==> config.mk <==
export PLATFORM = sky130hd
export DESIGN_NAME = alu_wide_sequencer_flat
export DESIGN_NICKNAME = d
export VERILOG_FILES = /design/src/rtl/alu_wide_sequencer_if.sv /design/src/rtl/alu_wide_sequencer.sv /design/src/flat_wrapper.sv
export SDC_FILE = /design/constraint.sdc
export NUM_CORES = 1
export LEC_CHECK = 0
export ABC_AREA = 1
export ABC_CLOCK_PERIOD_IN_PS = 2820
export CAP_MARGIN = 30
export CORE_UTILIZATION = 50
export DETAILED_ROUTE_END_ITERATION = 7
export GPL_ROUTABILITY_DRIVEN = 0
export PLACE_DENSITY = 0.85
export SLEW_MARGIN = 20
export SYNTH_ARGS = -nofsm -noshare
export SYNTH_HDL_FRONTEND = slang
export SYNTH_SLANG_ARGS = --single-unit
==> constraint.sdc <==
create_clock -name clk -period 2.82 [get_ports clk]
set_input_delay 0.564 -clock clk [delete_from_list [all_inputs] [get_ports clk]]
set_output_delay 0.564 -clock clk [all_outputs]
set_load 0.05 [all_outputs]
==> src/rtl/alu_wide_sequencer_if.sv <==
`default_nettype none
// ============================================================================
// Module   : alu_wide_sequencer_if / alu_wide_sequencer_alu_if
// Purpose  : Bundles for the 64-bit ALU sequencer.
//            alu_wide_sequencer_if     - request/response channel.
//                master = execute-stage control, slave = sequencer.
//            alu_wide_sequencer_alu_if - link to the 32-bit combinational ALU.
//                master = sequencer, slave = ALU.
// Revision : 1.0 - initial release
// ============================================================================

interface alu_wide_sequencer_if;
    logic        req_valid;
    logic        req_ready;
    logic [3:0]  req_op;
    logic [63:0] req_a;
    logic [63:0] req_b;
    logic        req_cin;
    logic        rsp_valid;
    logic        rsp_ready;
    logic [63:0] rsp_result;
    logic        rsp_wr;
    logic        rsp_n;
    logic        rsp_z;
    logic        rsp_c;
    logic        rsp_v;

    modport master (
        output req_valid, req_op, req_a, req_b, req_cin, rsp_ready,
        input  req_ready, rsp_valid, rsp_result, rsp_wr, rsp_n, rsp_z, rsp_c, rsp_v
    );

    modport slave (
        input  req_valid, req_op, req_a, req_b, req_cin, rsp_ready,
        output req_ready, rsp_valid, rsp_result, rsp_wr, rsp_n, rsp_z, rsp_c, rsp_v
    );
endinterface

interface alu_wide_sequencer_alu_if;
    logic [31:0] alu_il;
    logic [31:0] alu_ir;
    logic [3:0]  alu_if;
    logic        alu_cin;
    logic [31:0] alu_out;
    logic        alu_zero;
    logic        alu_n;
    logic        alu_cout;
    logic        alu_v;

    modport master (
        output alu_il, alu_ir, alu_if, alu_cin,
        input  alu_out, alu_zero, alu_n, alu_cout, alu_v
    );

    modport slave (
        input  alu_il, alu_ir, alu_if, alu_cin,
        output alu_out, alu_zero, alu_n, alu_cout, alu_v
    );
endinterface

`default_nettype wire

==> src/rtl/alu_wide_sequencer.sv <==
`default_nettype none
// ============================================================================
// Module   : alu_wide_sequencer
// Purpose  : Runs a 64-bit ARM data-processing operation on a single 32-bit
//            combinational ALU as two passes: low word, then high word with
//            the low-pass carry chained in.
// Ports    : clk      - system clock, rising edge
//            rst_n    - asynchronous reset, active-low
//            req_bus  - request/response handshake channel (slave side)
//            alu_bus  - ALU operands/function/carry out, result/flags in
//                       (master side)
// Revision : 1.0 - initial release
// ============================================================================

module alu_wide_sequencer (
    input wire                        clk,
    input wire                        rst_n,
    alu_wide_sequencer_if.slave       req_bus,
    alu_wide_sequencer_alu_if.master  alu_bus
);

    typedef enum logic [1:0] {
        ST_IDLE = 2'd0,
        ST_LO   = 2'd1,
        ST_HI   = 2'd2,
        ST_RESP = 2'd3
    } state_t;

    localparam logic [3:0] C_OP_SUB = 4'b0010;
    localparam logic [3:0] C_OP_RSB = 4'b0011;
    localparam logic [3:0] C_OP_ADD = 4'b0100;
    localparam logic [3:0] C_OP_ADC = 4'b0101;
    localparam logic [3:0] C_OP_SBC = 4'b0110;
    localparam logic [3:0] C_OP_RSC = 4'b0111;
    localparam logic [3:0] C_OP_CMP = 4'b1010;
    localparam logic [3:0] C_OP_CMN = 4'b1011;

    state_t      state_q, state_d;
    logic [31:0] a_hi_q, a_hi_d;
    logic [31:0] b_hi_q, b_hi_d;
    logic [3:0]  op_q, op_d;
    logic        cin_q, cin_d;
    logic [31:0] lo_res_q, lo_res_d;
    logic        lo_z_q, lo_z_d;
    logic [31:0] alu_il_q, alu_il_d;
    logic [31:0] alu_ir_q, alu_ir_d;
    logic [3:0]  alu_if_q, alu_if_d;
    logic        alu_cin_q, alu_cin_d;
    logic [63:0] rsp_result_q, rsp_result_d;
    logic        rsp_wr_q, rsp_wr_d;
    logic        rsp_n_q, rsp_n_d;
    logic        rsp_z_q, rsp_z_d;
    logic        rsp_c_q, rsp_c_d;
    logic        rsp_v_q, rsp_v_d;

    logic [3:0]  hi_op;
    logic        op_is_arith;

    // High pass turns every arithmetic op into its carry-consuming form so
    // the low-pass carry (C = NOT borrow for subtracts) completes the chain.
    always_comb begin
        hi_op       = op_q;
        op_is_arith = 1'b0;
        case (op_q)
            C_OP_ADD, C_OP_ADC, C_OP_CMN: begin
                hi_op       = C_OP_ADC;
                op_is_arith = 1'b1;
            end
            C_OP_SUB, C_OP_SBC, C_OP_CMP: begin
                hi_op       = C_OP_SBC;
                op_is_arith = 1'b1;
            end
            C_OP_RSB, C_OP_RSC: begin
                hi_op       = C_OP_RSC;
                op_is_arith = 1'b1;
            end
            default: begin
                hi_op       = op_q;
                op_is_arith = 1'b0;
            end
        endcase
    end

    always_comb begin
        state_d      = state_q;
        a_hi_d       = a_hi_q;
        b_hi_d       = b_hi_q;
        op_d         = op_q;
        cin_d        = cin_q;
        lo_res_d     = lo_res_q;
        lo_z_d       = lo_z_q;
        alu_il_d     = alu_il_q;
        alu_ir_d     = alu_ir_q;
        alu_if_d     = alu_if_q;
        alu_cin_d    = alu_cin_q;
        rsp_result_d = rsp_result_q;
        rsp_wr_d     = rsp_wr_q;
        rsp_n_d      = rsp_n_q;
        rsp_z_d      = rsp_z_q;
        rsp_c_d      = rsp_c_q;
        rsp_v_d      = rsp_v_q;

        case (state_q)
            ST_IDLE: begin
                if (req_bus.req_valid) begin
                    state_d   = ST_LO;
                    // Only the high halves are needed after the low pass
                    // has been launched.
                    a_hi_d    = req_bus.req_a[63:32];
                    b_hi_d    = req_bus.req_b[63:32];
                    op_d      = req_bus.req_op;
                    cin_d     = req_bus.req_cin;
                    alu_il_d  = req_bus.req_a[31:0];
                    alu_ir_d  = req_bus.req_b[31:0];
                    alu_if_d  = req_bus.req_op;
                    alu_cin_d = req_bus.req_cin;
                end
            end
            ST_LO: begin
                state_d   = ST_HI;
                lo_res_d  = alu_bus.alu_out;
                lo_z_d    = alu_bus.alu_zero;
                alu_il_d  = a_hi_q;
                alu_ir_d  = b_hi_q;
                alu_if_d  = hi_op;
                alu_cin_d = op_is_arith ? alu_bus.alu_cout : cin_q;
            end
            ST_HI: begin
                state_d      = ST_RESP;
                rsp_result_d = {alu_bus.alu_out, lo_res_q};
                rsp_n_d      = alu_bus.alu_n;
                rsp_c_d      = alu_bus.alu_cout;
                rsp_v_d      = alu_bus.alu_v;
                rsp_z_d      = lo_z_q & alu_bus.alu_zero;
                // TST/TEQ/CMP/CMN only update flags.
                rsp_wr_d     = ~(op_q[3:2] == 2'b10);
            end
            ST_RESP: begin
                if (req_bus.rsp_ready) begin
                    state_d = ST_IDLE;
                end
            end
            default: begin
                state_d = ST_IDLE;
            end
        endcase
    end

    always_ff @(posedge clk or negedge rst_n) begin
        if (!rst_n) begin
            state_q      <= ST_IDLE;
            a_hi_q       <= 32'd0;
            b_hi_q       <= 32'd0;
            op_q         <= 4'd0;
            cin_q        <= 1'b0;
            lo_res_q     <= 32'd0;
            lo_z_q       <= 1'b0;
            alu_il_q     <= 32'd0;
            alu_ir_q     <= 32'd0;
            alu_if_q     <= 4'd0;
            alu_cin_q    <= 1'b0;
            rsp_result_q <= 64'd0;
            rsp_wr_q     <= 1'b0;
            rsp_n_q      <= 1'b0;
            rsp_z_q      <= 1'b0;
            rsp_c_q      <= 1'b0;
            rsp_v_q      <= 1'b0;
        end else begin
            state_q      <= state_d;
            a_hi_q       <= a_hi_d;
            b_hi_q       <= b_hi_d;
            op_q         <= op_d;
            cin_q        <= cin_d;
            lo_res_q     <= lo_res_d;
            lo_z_q       <= lo_z_d;
            alu_il_q     <= alu_il_d;
            alu_ir_q     <= alu_ir_d;
            alu_if_q     <= alu_if_d;
            alu_cin_q    <= alu_cin_d;
            rsp_result_q <= rsp_result_d;
            rsp_wr_q     <= rsp_wr_d;
            rsp_n_q      <= rsp_n_d;
            rsp_z_q      <= rsp_z_d;
            rsp_c_q      <= rsp_c_d;
            rsp_v_q      <= rsp_v_d;
        end
    end

    assign req_bus.req_ready  = (state_q == ST_IDLE);
    assign req_bus.rsp_valid  = (state_q == ST_RESP);
    assign req_bus.rsp_result = rsp_result_q;
    assign req_bus.rsp_wr     = rsp_wr_q;
    assign req_bus.rsp_n      = rsp_n_q;
    assign req_bus.rsp_z      = rsp_z_q;
    assign req_bus.rsp_c      = rsp_c_q;
    assign req_bus.rsp_v      = rsp_v_q;

    assign alu_bus.alu_il     = alu_il_q;
    assign alu_bus.alu_ir     = alu_ir_q;
    assign alu_bus.alu_if     = alu_if_q;
    assign alu_bus.alu_cin    = alu_cin_q;

endmodule

`default_nettype wire

==> src/flat_wrapper.sv <==
// flat-port wrapper written by rule: the top's interface ports become plain ports
module alu_wide_sequencer_flat 
  (clk, rst_n, req_bus_req_valid, req_bus_req_op, req_bus_req_a, req_bus_req_b, req_bus_req_cin, req_bus_rsp_ready, req_bus_req_ready, req_bus_rsp_valid, req_bus_rsp_result, req_bus_rsp_wr, req_bus_rsp_n, req_bus_rsp_z, req_bus_rsp_c, req_bus_rsp_v, alu_bus_alu_il, alu_bus_alu_ir, alu_bus_alu_if, alu_bus_alu_cin, alu_bus_alu_out, alu_bus_alu_zero, alu_bus_alu_n, alu_bus_alu_cout, alu_bus_alu_v);
  alu_wide_sequencer_if req_bus_i ();
  alu_wide_sequencer_alu_if alu_bus_i ();
  input wire clk;
  input wire rst_n;
  input wire logic [$bits(req_bus_i.req_valid)-1:0] req_bus_req_valid;
  input wire logic [$bits(req_bus_i.req_op)-1:0] req_bus_req_op;
  input wire logic [$bits(req_bus_i.req_a)-1:0] req_bus_req_a;
  input wire logic [$bits(req_bus_i.req_b)-1:0] req_bus_req_b;
  input wire logic [$bits(req_bus_i.req_cin)-1:0] req_bus_req_cin;
  input wire logic [$bits(req_bus_i.rsp_ready)-1:0] req_bus_rsp_ready;
  output wire logic [$bits(req_bus_i.req_ready)-1:0] req_bus_req_ready;
  output wire logic [$bits(req_bus_i.rsp_valid)-1:0] req_bus_rsp_valid;
  output wire logic [$bits(req_bus_i.rsp_result)-1:0] req_bus_rsp_result;
  output wire logic [$bits(req_bus_i.rsp_wr)-1:0] req_bus_rsp_wr;
  output wire logic [$bits(req_bus_i.rsp_n)-1:0] req_bus_rsp_n;
  output wire logic [$bits(req_bus_i.rsp_z)-1:0] req_bus_rsp_z;
  output wire logic [$bits(req_bus_i.rsp_c)-1:0] req_bus_rsp_c;
  output wire logic [$bits(req_bus_i.rsp_v)-1:0] req_bus_rsp_v;
  output wire logic [$bits(alu_bus_i.alu_il)-1:0] alu_bus_alu_il;
  output wire logic [$bits(alu_bus_i.alu_ir)-1:0] alu_bus_alu_ir;
  output wire logic [$bits(alu_bus_i.alu_if)-1:0] alu_bus_alu_if;
  output wire logic [$bits(alu_bus_i.alu_cin)-1:0] alu_bus_alu_cin;
  input wire logic [$bits(alu_bus_i.alu_out)-1:0] alu_bus_alu_out;
  input wire logic [$bits(alu_bus_i.alu_zero)-1:0] alu_bus_alu_zero;
  input wire logic [$bits(alu_bus_i.alu_n)-1:0] alu_bus_alu_n;
  input wire logic [$bits(alu_bus_i.alu_cout)-1:0] alu_bus_alu_cout;
  input wire logic [$bits(alu_bus_i.alu_v)-1:0] alu_bus_alu_v;
  assign req_bus_i.req_valid = req_bus_req_valid;
  assign req_bus_i.req_op = req_bus_req_op;
  assign req_bus_i.req_a = req_bus_req_a;
  assign req_bus_i.req_b = req_bus_req_b;
  assign req_bus_i.req_cin = req_bus_req_cin;
  assign req_bus_i.rsp_ready = req_bus_rsp_ready;
  assign req_bus_req_ready = req_bus_i.req_ready;
  assign req_bus_rsp_valid = req_bus_i.rsp_valid;
  assign req_bus_rsp_result = req_bus_i.rsp_result;
  assign req_bus_rsp_wr = req_bus_i.rsp_wr;
  assign req_bus_rsp_n = req_bus_i.rsp_n;
  assign req_bus_rsp_z = req_bus_i.rsp_z;
  assign req_bus_rsp_c = req_bus_i.rsp_c;
  assign req_bus_rsp_v = req_bus_i.rsp_v;
  assign alu_bus_alu_il = alu_bus_i.alu_il;
  assign alu_bus_alu_ir = alu_bus_i.alu_ir;
  assign alu_bus_alu_if = alu_bus_i.alu_if;
  assign alu_bus_alu_cin = alu_bus_i.alu_cin;
  assign alu_bus_i.alu_out = alu_bus_alu_out;
  assign alu_bus_i.alu_zero = alu_bus_alu_zero;
  assign alu_bus_i.alu_n = alu_bus_alu_n;
  assign alu_bus_i.alu_cout = alu_bus_alu_cout;
  assign alu_bus_i.alu_v = alu_bus_alu_v;
  alu_wide_sequencer u_core (.clk(clk), .rst_n(rst_n), .req_bus(req_bus_i), .alu_bus(alu_bus_i));
endmodule
==> Flow_metrics.wiki, run 1 <==
{| class="wikitable"
! Metric !! Value
|-
| Outcome || finished clean
|-
| Slew headroom || 0.517
|-
| Sequential Power Share || 0.310
|-
| Worst EP arrival || 1.98 ns
|-
| Worst Setup Start Kind || flop
|-
| Layout Area Growth over Synthesis || 41.8%
|-
| Horizontal die dimension || 143 um
|-
| Final Power || 0.0201 W
|-
| Number of nets produced by synthesis || 1064
|-
| Register-to-register path setup slack || 0.86 ns
|-
| Insertion delay to the later sink of the worst-skew pair || 0.51 ns
|-
| Combinational fraction of design power || 0.528
|-
| Max-cap viol count || 0
|-
| Number of clock sinks seen by CTS || 242
|-
| Wirelength per Cell || 17.1 um
|-
| Count of endpoints failing setup in the final report || 0
|-
| HPWL after detailed placement || 16500 um
|-
| Number of I/O pins || 313
|-
| Clock Pin Slew Worst Setup and Hold Paths || 0.06 ns
|-
| Ys Warns || 0
|-
| Antenna violations before repair || 1
|-
| Period utilization || 0.903
|-
| Number of cells produced by synthesis || 886
|-
| Flop and latch count out of synthesis || 242
|-
| Reg2Reg Capture Point || u_core.alu_bus.alu_ir[9]
|-
| Worst R2R Start || u_core.state_q[1]
|-
| Height of the die || 143 um
|-
| Cell at the root of the clock tree || sky130_fd_sc_hd__clkbuf_16
|-
| Overall Global Routing Usage || 0.245
|-
| Measured slew at the worst slew-check pin || 0.724 ns
|-
| Class of the tightest hold or removal check || in2async
|-
| Unrepaired setup endpoints after global routing || false
|-
| Core ar. || 19500 um^2
|-
| Fraction of final layout cells with drive strength greater than 1 || 0.128
|-
| Number of distinct library cells after synthesis || 23
|-
| Count of nets left with antenna violations after detail routing || 0
|-
| Pin count of the biggest net entering global routing || 136
|-
| TritonRoute pass-1 iters || 5
|-
| Number of setup buffers added after CTS || 0
|-
| Overall die area || 20400 um^2
|-
| Starting density of the core || 0.510
|-
| Required @ worst endpoint || 2.26 ns
|-
| Vias in the first global route || 7701
|-
| Maximum operating frequency || 393 MHz
|-
| Sequential-to-total area share from yosys stat || 0.610
|-
| Max Transition Viols Final || 0
|-
| Type of the setup path with the least slack || reg2out
|-
| Total wire length || 25000 um
|-
| Capturing element type of the critical path || output port
|-
| Maximum buffer depth of the clock tree || 3
|-
| Power density relative to cell area || 1430 nW/um^2
|-
| Fraction of power spent switching nets || 0.443
|-
| Port buffer count || 312
|-
| Switching power || 0.00891 W
|-
| Internal power component || 0.0112 W
|-
| DRC viols || 0
|-
| Vias after detailed routing || 7508
|-
| Maximum fanout along the worst path || 4
|-
| Maximum clock skew at final layout || 0.0100 ns
|-
| Ratio of routed vias to standard cells || 5.13
|-
| Netlist Area Pre-Place || 9930 um^2
|-
| Mean instance size in the synthesized netlist || 11.2 um^2
|-
| Part of the power in the clock network || 0.161
|-
| Fin. Hold Viols || 0
|-
| DRC marker count from the first detailed-route iteration || 362
|-
| Number of nets in the layout || 1361
|-
| Highest ir drop seen on vdd || 711 uV
|-
| Final setup TNS || 0 ns
|-
| Row Count || 51
|-
| Inserted Clock Buffers || 26
|-
| Ant. Diodes || 0
|-
| CTS tree || yes
|-
| Lkg Pwr || 6.27 nW
|-
| Total congestion overflow after global routing || 0
|-
| Wire length of the first global-routing pass || 39200 um
|-
| H-Tree Level Count || 1
|-
| Post-route minimum period || 2.55 ns
|-
| Cells on worst reg2reg path || 6
|}
-- power by group through the flow --
stage               sequential, W  combinational [W]  clock, W
floorplan                 0.00953            0.00399         0
global placement          0.00616             0.0104         0
detailed placement        0.00623             0.0106         0
CTS                       0.00623             0.0107   0.00331
global route              0.00642             0.0113   0.00342
finish                    0.00624             0.0106   0.00324
-- cells by family after synthesis --
kind of cell             share of synthesized area
AND/OR/NAND/NOR                              0.113
flip-flops                                   0.610
AO/OA/AOI/OAI                               0.0826
buffers and inverters                       0.0540
multiplexers                                 0.135
adder cells (fa/ha/maj)                    0.00630
-- final cells by class --
cell class,count,area [um^2]
clock buffers,41,798
multi-input cells,544,3370
inverters,44,165
fillers,1317,5380
repair buffers,325,3340
clock inverters,3,18.8
well taps,265,332
flip-flops and latches,242,6060
-- per-stage QoR --
step / hold WS, ns / worst slack (ns) / utilization / std cells / instance area, um^2
after detailed placement: 0.473 / 0.563 / 0.682 / 1420 / 13300
after floorplan: 0.268 / 0.870 / - / 886 / 9930
after CTS: 0.0541 / 0.0251 / 0.724 / 1464 / 14100
final: 0.0473 / 0.273 / 0.724 / 1464 / 14100
after global routing: 0.0891 / 0.200 / 0.724 / 1464 / 14100
after global placement: 0.456 / 0.604 / 0.682 / 1420 / 13300
-- sequential cells by signal (all words and copies together), names as in the netlist --
name,cells
u_core.a_hi_q,32
u_core.alu_bus.alu_cin,1
u_core.alu_bus.alu_if,4
u_core.alu_bus.alu_il,32
u_core.alu_bus.alu_ir,32
u_core.b_hi_q,32
u_core.cin_q,1
u_core.lo_res_q,32
u_core.lo_z_q,1
u_core.op_q,4
u_core.req_bus.rsp_c,1
u_core.req_bus.rsp_n,1
u_core.req_bus.rsp_result,64
u_core.req_bus.rsp_v,1
u_core.req_bus.rsp_wr,1
u_core.req_bus.rsp_z,1
u_core.state_q,2
-- routing by layer --
| metal | GRT usage | share of wire | vias up | routed length [um] |
|---|---|---|---|---|
| li1 | - | - | 3510 | - |
| met3 | 0.0838 | 0.098 | 53 | 2440 |
| met5 | 0 | 0.00052 | - | 13 |
| met2 | 0.414 | 0.48 | 284 | 12100 |
| met1 | 0.294 | 0.39 | 3659 | 9780 |
| met4 | 0.0747 | 0.027 | 2 | 679 |
-- layout by cell type, fill, tap and decap left out, drive strengths merged --
master,count
inv,45
a21oi,42
clkdlybuf4s50,310
mux2,99
o211ai,1
ha,5
dlymetal6s2s,1
nand2,178
nor2,110
dfrtp,242
clkbuf,41
o22ai,1
a31oi,65
buf,14
o21ai,38
clkinv,2
nand3,4
nand3b,1
-- worst max-delay path by stage --
stage,slack (ns),startpoint,cells past startpoint,end
floorplan,0.87,u_core.state_q[0],6,u_core.a_hi_q[0]
global placement,0.60,u_core.state_q[0],3,req_bus_req_ready
detailed placement,0.56,u_core.state_q[0],3,req_bus_req_ready
CTS,0.03,u_core.state_q[0],3,req_bus_req_ready
global route,0.20,u_core.state_q[0],2,req_bus_rsp_valid
finish,0.27,u_core.state_q[0],2,req_bus_rsp_valid
-- synth_stat cells --
master	n	area, um^2
sky130_fd_sc_hd__dfrtp_1	242	6060
sky130_fd_sc_hd__buf_4	2	15.0
sky130_fd_sc_hd__a31oi_1	65	407
sky130_fd_sc_hd__buf_6	16	180
sky130_fd_sc_hd__inv_2	1	3.75
sky130_fd_sc_hd__nand2_4	1	11.3
sky130_fd_sc_hd__nand2_1	176	661
sky130_fd_sc_hd__ha_1	5	62.6
sky130_fd_sc_hd__inv_1	43	161
sky130_fd_sc_hd__nand2_2	1	6.26
sky130_fd_sc_hd__mux2_2	37	417
sky130_fd_sc_hd__o211ai_1	1	7.51
sky130_fd_sc_hd__clkbuf_1	11	41.3
sky130_fd_sc_hd__a21oi_1	42	210
sky130_fd_sc_hd__o21ai_1	1	5.00
sky130_fd_sc_hd__nand3_1	4	20.0
sky130_fd_sc_hd__mux2_1	2	22.5
sky130_fd_sc_hd__o22ai_1	1	6.26
sky130_fd_sc_hd__buf_2	27	135
sky130_fd_sc_hd__nor2_1	110	413
sky130_fd_sc_hd__o21ai_0	37	185
sky130_fd_sc_hd__nand3b_1	1	7.51
sky130_fd_sc_hd__mux2_4	60	901
-- repair_timing --
item	4_1_cts	5_1_grt
hold buffers	0	0
resized for setup	0	1
setup endpoints to repair	0	1
-- critical path, stage by stage, from the launching register on --
cell and delay, ns:
sky130_fd_sc_hd__dfrtp_1 0.44, sky130_fd_sc_hd__ha_1 0.23, sky130_fd_sc_hd__clkdlybuf4s50_1 0.81
No activity file was read; power rests on OpenSTA's default activity.
==> inputs of run 2 (changes only) <==
- CORE_MARGIN: not set -> 5
- SETUP_SLACK_MARGIN: not set -> 0.05
==> Flow_metrics.wiki, run 2 (same netlist as run 1, synthesis figures left out) <==
{| class="wikitable"
! Metric !! Value
|-
| Outcome || finished clean (unchanged)
|-
| Number of clock sinks seen by CTS || 242 (unchanged)
|-
| Max-cap viol count || 0 (unchanged)
|-
| Period utilization || 0.907 (was 0.903)
|-
| Fraction of final layout cells with drive strength greater than 1 || 0.130 (was 0.128)
|-
| Ratio of routed vias to standard cells || 5.15 (was 5.13)
|-
| Inserted Clock Buffers || 24 (was 26)
|-
| Maximum clock skew at final layout || 0.00570 ns (was 0.0100 ns)
|-
| Capturing element type of the critical path || output port (unchanged)
|-
| Worst Slack Setup Final || 0.264 ns (was 0.273 ns)
|-
| GR peak layer || met2 (unchanged)
|-
| Fin. Hold Viols || 0 (unchanged)
|-
| Clock Pin Slew Worst Setup and Hold Paths || 0.06 ns (about the same)
|-
| Wire length of the first global-routing pass || 42500 um (was 39200 um)
|-
| Max FFs per register || 64 (unchanged)
|-
| HPWL after detailed placement || 18900 um (was 16500 um)
|-
| Count of nets left with antenna violations after detail routing || 0 (unchanged)
|-
| Max Transition Viols Final || 0 (unchanged)
|-
| Wirelength per Cell || 18.5 um (was 17.1 um)
|-
| Required @ worst endpoint || 2.26 ns (about the same)
|-
| Horizontal die dimension || 151 um (was 143 um)
|-
| Vias in the first global route || 8099 (was 7701)
|-
| Post-route minimum period || 2.56 ns (was 2.55 ns)
|-
| DRC marker count from the first detailed-route iteration || 364 (was 362)
|-
| Worst Setup Start Kind || flop (unchanged)
|-
| Number of I/O pins || 313 (unchanged)
|-
| Pin count of the biggest net entering global routing || 80 (was 136)
|-
| Class of the tightest hold or removal check || in2async (unchanged)
|-
| Maximum operating frequency || 391 MHz (was 393 MHz)
|-
| Slew headroom || 0.516 (was 0.517)
|-
| Cell at the root of the clock tree || sky130_fd_sc_hd__clkbuf_16 (unchanged)
|-
| Insertion delay to the later sink of the worst-skew pair || 0.51 ns (about the same)
|-
| Pre-CTS setup slack || 0.556 ns (was 0.563 ns)
|-
| Highest ir drop seen on vdd || 779 uV (was 711 uV)
|-
| Area occupied by registers || 6060 um^2 (unchanged)
|-
| Number of placed instances with taps included || 1421 (was 1420)
|-
| Core ar. || 19500 um^2 (about the same)
|-
| Number of fillers in the final layout || 1301 (was 1317)
|-
| Hold Worst Slack || 0.0517 ns (was 0.0473 ns)
|-
| Power density relative to cell area || 1440 nW/um^2 (was 1430 nW/um^2)
|-
| Total wire length || 27000 um (was 25000 um)
|-
| Lkg Pwr || 6.27 nW (about the same)
|-
| Worst EP arrival || 1.99 ns (was 1.98 ns)
|-
| Starting density of the core || 0.509 (was 0.510)
|-
| Total congestion overflow after global routing || 0 (unchanged)
|-
| Row Count || 51 (unchanged)
|-
| Met2 GRT Util || 0.403 (was 0.414)
|-
| Overall die area || 22800 um^2 (was 20400 um^2)
|-
| CTS Hold Bufs || 0 (unchanged)
|-
| Final setup TNS || 0 ns (unchanged)
|-
| CTS tree || yes (unchanged)
|-
| Count of instances resized after the clock tree is built || 1 (was 0)
|-
| Number of setup buffers added after CTS || 0 (unchanged)
|-
| Maximum buffer depth of the clock tree || 3 (unchanged)
|-
| Final standard cell count with taps included and fillers excluded || 1464 (unchanged)
|-
| Met3 GRT Util || 0.0823 (was 0.0838)
|-
| Overall Global Routing Usage || 0.235 (was 0.245)
|-
| Unrepaired setup endpoints after global routing || false (unchanged)
|-
| Measured slew at the worst slew-check pin || 0.726 ns (was 0.724 ns)
|-
| Vias after detailed routing || 7539 (was 7508)
|-
| Top library cells by usage in the layout, fill and taps aside || sky130_fd_sc_hd__clkdlybuf4s50_1, sky130_fd_sc_hd__dfrtp_1, sky130_fd_sc_hd__nand2_1, sky130_fd_sc_hd__nor2_1, sky130_fd_sc_hd__a31oi_1 (unchanged)
|-
| H-Tree Level Count || 1 (unchanged)
|-
| Antenna violations before repair || 0 (was 1)
|-
| Layout Area Growth over Synthesis || 41.9% (was 41.8%)
|-
| DRC viols || 0 (unchanged)
|-
| Utilization of the core after routing || 0.722 (was 0.724)
|-
| Height of the die || 151 um (was 143 um)
|-
| Met1 Track Usage GR || 0.283 (was 0.294)
|-
| Ant. Diodes || 0 (unchanged)
|-
| Port buffer count || 312 (unchanged)
|-
| Type of the setup path with the least slack || reg2out (unchanged)
|-
| Multi-input combinational cell area || 3370 um^2 (unchanged)
|-
| Number of nets in the layout || 1360 (was 1361)
|-
| Most common cell after layout, fill and taps aside || sky130_fd_sc_hd__clkdlybuf4s50_1 (unchanged)
|-
| Count of endpoints failing setup in the final report || 0 (unchanged)
|-
| Maximum fanout along the worst path || 4 (unchanged)
|-
| TritonRoute pass-1 iters || 7 (was 5)
|}
-- run 2: changes by cell type in the layout (fill, tap and decap cells not counted), sizes merged --
cell,previous run,this run
dlymetal6s2s,1,0
bufinv,0,3
inv,45,44
buf,14,15
clkinv,2,4
dlygate4sd2,0,1
clkbuf,41,36
-- run 2: cell type report --
cell class                 instances  share of cell area
timing repair buffer             326               0.236
clock buffer                      36              0.0516
tap                              265              0.0235
sequential                       242               0.430
multi-input combinational        544               0.239
inverter                          44              0.0117
clock inverter                     7             0.00781
-- run 2: metal layers --
metal / share of wire / vias to the layer above / wire length (um)
met5: 0 / - / 0
met2: 0.49 / 308 / 13200
li1: - / 3508 / -
met1: 0.38 / 3670 / 10300
met3: 0.11 / 53 / 2890
met4: 0.028 / 0 / 744
-- run 2: path summary, 6_finish.rpt --
kind,start,slack [ns],cells after the start,to
setup / recovery,u_core.state_q[0],0.26,2,req_bus_rsp_valid
hold / removal,rst_n,0.05,1,u_core.req_bus.rsp_result[40]
setup reg to reg,u_core.state_q[0],0.74,8,u_core.alu_bus.alu_ir[8]
hold reg to reg,u_core.lo_z_q,0.48,2,u_core.lo_z_q
max in group asynchronous,rst_n,2.00,2,u_core.alu_bus.alu_il[24]
min in group clk,u_core.lo_z_q,0.48,2,u_core.lo_z_q
-- run 2: stage by stage --
stage / total power [W] / instance area [um^2]
4_1_cts: 0.0205 / 14100
3_5_place_dp: 0.0170 / 13300
3_3_place_gp: 0.0166 / 13300
6_report: 0.0203 / 14100
5_1_grt: 0.0214 / 14100
2_1_floorplan: 0.0135 / 9930
-- run 2: critical path: stages, from the launching register on --
cell and delay (ns):
sky130_fd_sc_hd__dfrtp_1 0.44, sky130_fd_sc_hd__ha_1 0.23, sky130_fd_sc_hd__clkdlybuf4s50_1 0.82
-- run 2: where the power goes --
part | total [W] | leakage, nW | internal (W) | switching [W]
clock network | 0.00335 | 0.415 | 0.00205 | 0.00130
registers | 0.00625 | 2.80 | 0.00528 | 0.000974
logic | 0.0107 | 3.05 | 0.00396 | 0.00675
==> inputs of run 3 (changes only) <==
- ABC_CLOCK_PERIOD_IN_PS: 2820 -> not set
- CORE_UTILIZATION: 50 -> 47
- PLACE_DENSITY: 0.85 -> 0.81
- TNS_END_PERCENT: not set -> 50
- clock period: 2.82 -> 2.9 ns (I/O delays scaled with it)
==> Flow_metrics.wiki, run 3 (same netlist as run 1, synthesis figures left out) <==
{| class="wikitable"
! Metric !! Value
|-
| Unrepaired setup endpoints after global routing || false (unchanged)
|-
| Post-route minimum period || 2.55 ns
|-
| Number of fillers in the final layout || 1548 (was 1301)
|-
| Count of buffering cells on the critical path with inverters included || 1 (unchanged)
|-
| Ratio of routed vias to standard cells || 5.13 (was 5.15)
|-
| DRC marker count from the first detailed-route iteration || 366 (was 364)
|-
| Maximum clock skew at final layout || 0.0126 ns (was 0.00570 ns)
|-
| CP max stage delay || 0.82 ns (about the same)
|-
| Number of nets in the layout || 1364 (was 1360)
|-
| Critical Path Slowest Stage Cell || sky130_fd_sc_hd__clkdlybuf4s50_1 (unchanged)
|-
| Starting density of the core || 0.476 (was 0.509)
|-
| Max FFs per register || 64 (unchanged)
|-
| Maximum fanout along the worst path || 4 (unchanged)
|-
| Power density relative to cell area || 1390 nW/um^2 (was 1440 nW/um^2)
|-
| Port buffer count || 312 (unchanged)
|-
| Measured slew at the worst slew-check pin || 0.819 ns (was 0.726 ns)
|-
| Top delay family on crit path || buffers and inverters (unchanged)
|-
| Period utilization || 0.880
|-
| CTS tree || yes (unchanged)
|-
| Required @ worst endpoint || 2.32 ns (was 2.26 ns)
|-
| Critical path, cell by cell || ha_1 -> clkdlybuf4s50_1 (unchanged)
|-
| Wire length of the first global-routing pass || 42400 um (was 42500 um)
|-
| Count of nets left with antenna violations after detail routing || 0 (unchanged)
|-
| Fin. Hold Viols || 0 (unchanged)
|-
| Class of the tightest hold or removal check || in2async (unchanged)
|-
| Insertion delay to the later sink of the worst-skew pair || 0.51 ns (about the same)
|-
| Worst EP arrival || 1.97 ns (was 1.99 ns)
|-
| Overall Global Routing Usage || 0.217 (was 0.235)
|-
| Placed Instance Area || 13300 um^2 (about the same)
|-
| Type of the setup path with the least slack || reg2out (unchanged)
|-
| Most common cell after layout, fill and taps aside || sky130_fd_sc_hd__clkdlybuf4s50_1 (unchanged)
|-
| Maximum buffer depth of the clock tree || 3 (unchanged)
|-
| Horizontal die dimension || 155 um (was 151 um)
|-
| Summed area of non-filler cells in the final layout || 14100 um^2 (about the same)
|-
| Top library cells by usage in the layout, fill and taps aside || sky130_fd_sc_hd__clkdlybuf4s50_1, sky130_fd_sc_hd__dfrtp_1, sky130_fd_sc_hd__nand2_1, sky130_fd_sc_hd__nor2_1, sky130_fd_sc_hd__a31oi_1 (unchanged)
|-
| Layout Area Growth over Synthesis || 42.2% (was 41.9%)
|-
| HPWL after detailed placement || 18900 um (about the same)
|-
| Inserted Clock Buffers || 26 (was 24)
|-
| Lkg Pwr || 6.27 nW (about the same)
|-
| Clock Pin Slew Worst Setup and Hold Paths || 0.06 ns (about the same)
|-
| Total congestion overflow after global routing || 0 (unchanged)
|-
| DRC viols || 0 (unchanged)
|-
| Fraction of final layout cells with drive strength greater than 1 || 0.131 (was 0.130)
|-
| Row Count || 53 (was 51)
|-
| Capturing element type of the critical path || output port (unchanged)
|-
| Number of I/O pins || 313 (unchanged)
|-
| Wirelength per Cell || 18.1 um (was 18.5 um)
|-
| Max-cap viol count || 0 (unchanged)
|-
| Vias in the first global route || 7936 (was 8099)
|-
| H-Tree Level Count || 1 (unchanged)
|-
| Highest ir drop seen on vdd || 797 uV (was 779 uV)
|-
| Final setup TNS || 0 ns (unchanged)
|-
| Total wire length || 26800 um (was 27000 um)
|-
| Vias after detailed routing || 7591 (was 7539)
|-
| Core ar. || 20900 um^2 (was 19500 um^2)
|-
| Maximum operating frequency || 392 MHz
|-
| Max Transition Viols Final || 0 (unchanged)
|-
| Slew headroom || 0.454 (was 0.516)
|-
| Pin count of the biggest net entering global routing || 86 (was 80)
|-
| Count of endpoints failing setup in the final report || 0 (unchanged)
|-
| Number of setup buffers added after CTS || 0 (unchanged)
|-
| Overall die area || 24100 um^2 (was 22800 um^2)
|-
| Cell at the root of the clock tree || sky130_fd_sc_hd__clkbuf_16 (unchanged)
|-
| Antenna violations before repair || 1 (was 0)
|-
| Height of the die || 155 um (was 151 um)
|-
| TritonRoute pass-1 iters || 4 (was 7)
|-
| Outcome || finished clean (unchanged)
|-
| Worst Setup Start Kind || flop (unchanged)
|-
| Number of clock sinks seen by CTS || 242 (unchanged)
|}
## run 3: changes by cell type in the layout (fill, tap and decap cells not counted), sizes merged
cell      change
clkbuf        +5
buf           +2
bufinv        -2
clkinv        -1
clkinvlp      +1
diode         +1
## run 3: worst paths after layout
kind | from | to | slack, ns | cells after the start
max | u_core.state_q[0] | req_bus_rsp_valid | 0.35 | 2
min | rst_n | u_core.req_bus.rsp_result[36] | 0.05 | 1
max reg2reg | u_core.state_q[0] | u_core.alu_bus.alu_il[29] | 0.76 | 7
min reg2reg | u_core.lo_z_q | u_core.lo_z_q | 0.47 | 2
max in group asynchronous | rst_n | u_core.alu_bus.alu_il[30] | 2.15 | 2
min in group clk | u_core.lo_z_q | u_core.lo_z_q | 0.47 | 2
## run 3: stage by stage
| step | power [W] | worst slack (ns) | utilization | hold slack (ns) | instances |
|---|---|---|---|---|---|
| after floorplan | 0.0131 | 0.950 | - | 0.284 | 886 |
| after global placement | 0.0162 | 0.618 | 0.636 | 0.458 | 1433 |
| after detailed placement | 0.0165 | 0.580 | 0.636 | 0.460 | 1433 |
| after CTS | 0.0199 | 0.303 | 0.676 | 0.0438 | 1479 |
| after global routing | 0.0208 | 0.248 | 0.676 | 0.0804 | 1480 |
| final | 0.0197 | 0.348 | 0.676 | 0.0463 | 1480 |
## run 3: where the power goes
| part | internal, W | switching (W) | total [W] |
|---|---|---|---|
| registers | 0.00513 | 0.000943 | 0.00608 |
| logic | 0.00385 | 0.00650 | 0.0103 |
| clock network | 0.00195 | 0.00130 | 0.00325 |
## run 3: worst reg2reg max path, cell delays in order, from the launching register on
cell	delay [ns]
sky130_fd_sc_hd__dfrtp_1	0.44
sky130_fd_sc_hd__inv_1	0.17
sky130_fd_sc_hd__ha_1	0.26
sky130_fd_sc_hd__nand2_4	0.19
sky130_fd_sc_hd__nand2_4	0.29
sky130_fd_sc_hd__buf_12	0.33
sky130_fd_sc_hd__nor2_1	0.18
sky130_fd_sc_hd__a31oi_1	0.20
## run 3: cell type report
type                            instances  area [um^2]  share of cell area
Antenna cell                            1         2.50            0.000177
Tap cell                              275          344              0.0244
Multi-Input combinational cell        544         3370               0.239
Clock buffer                           41          788              0.0558
Inverter                               44          165              0.0117
Clock inverter                          5         63.8             0.00452
Timing Repair Buffer                  328         3330               0.236
Sequential cell                       242         6060               0.429
## run 3: routing by layer
layer,track usage,share of wire
met5,0,0
met4,0.0688,0.029
met3,0.0684,0.10
met2,0.359,0.48
met1,0.274,0.39
## run 3: timing repair
| item | 4_1_cts | 5_1_grt |
|---|---|---|
| hold buffers | 0 | 0 |
| setup endpoints to repair | 1 | 0 |
| resized for setup | 1 | 0 |
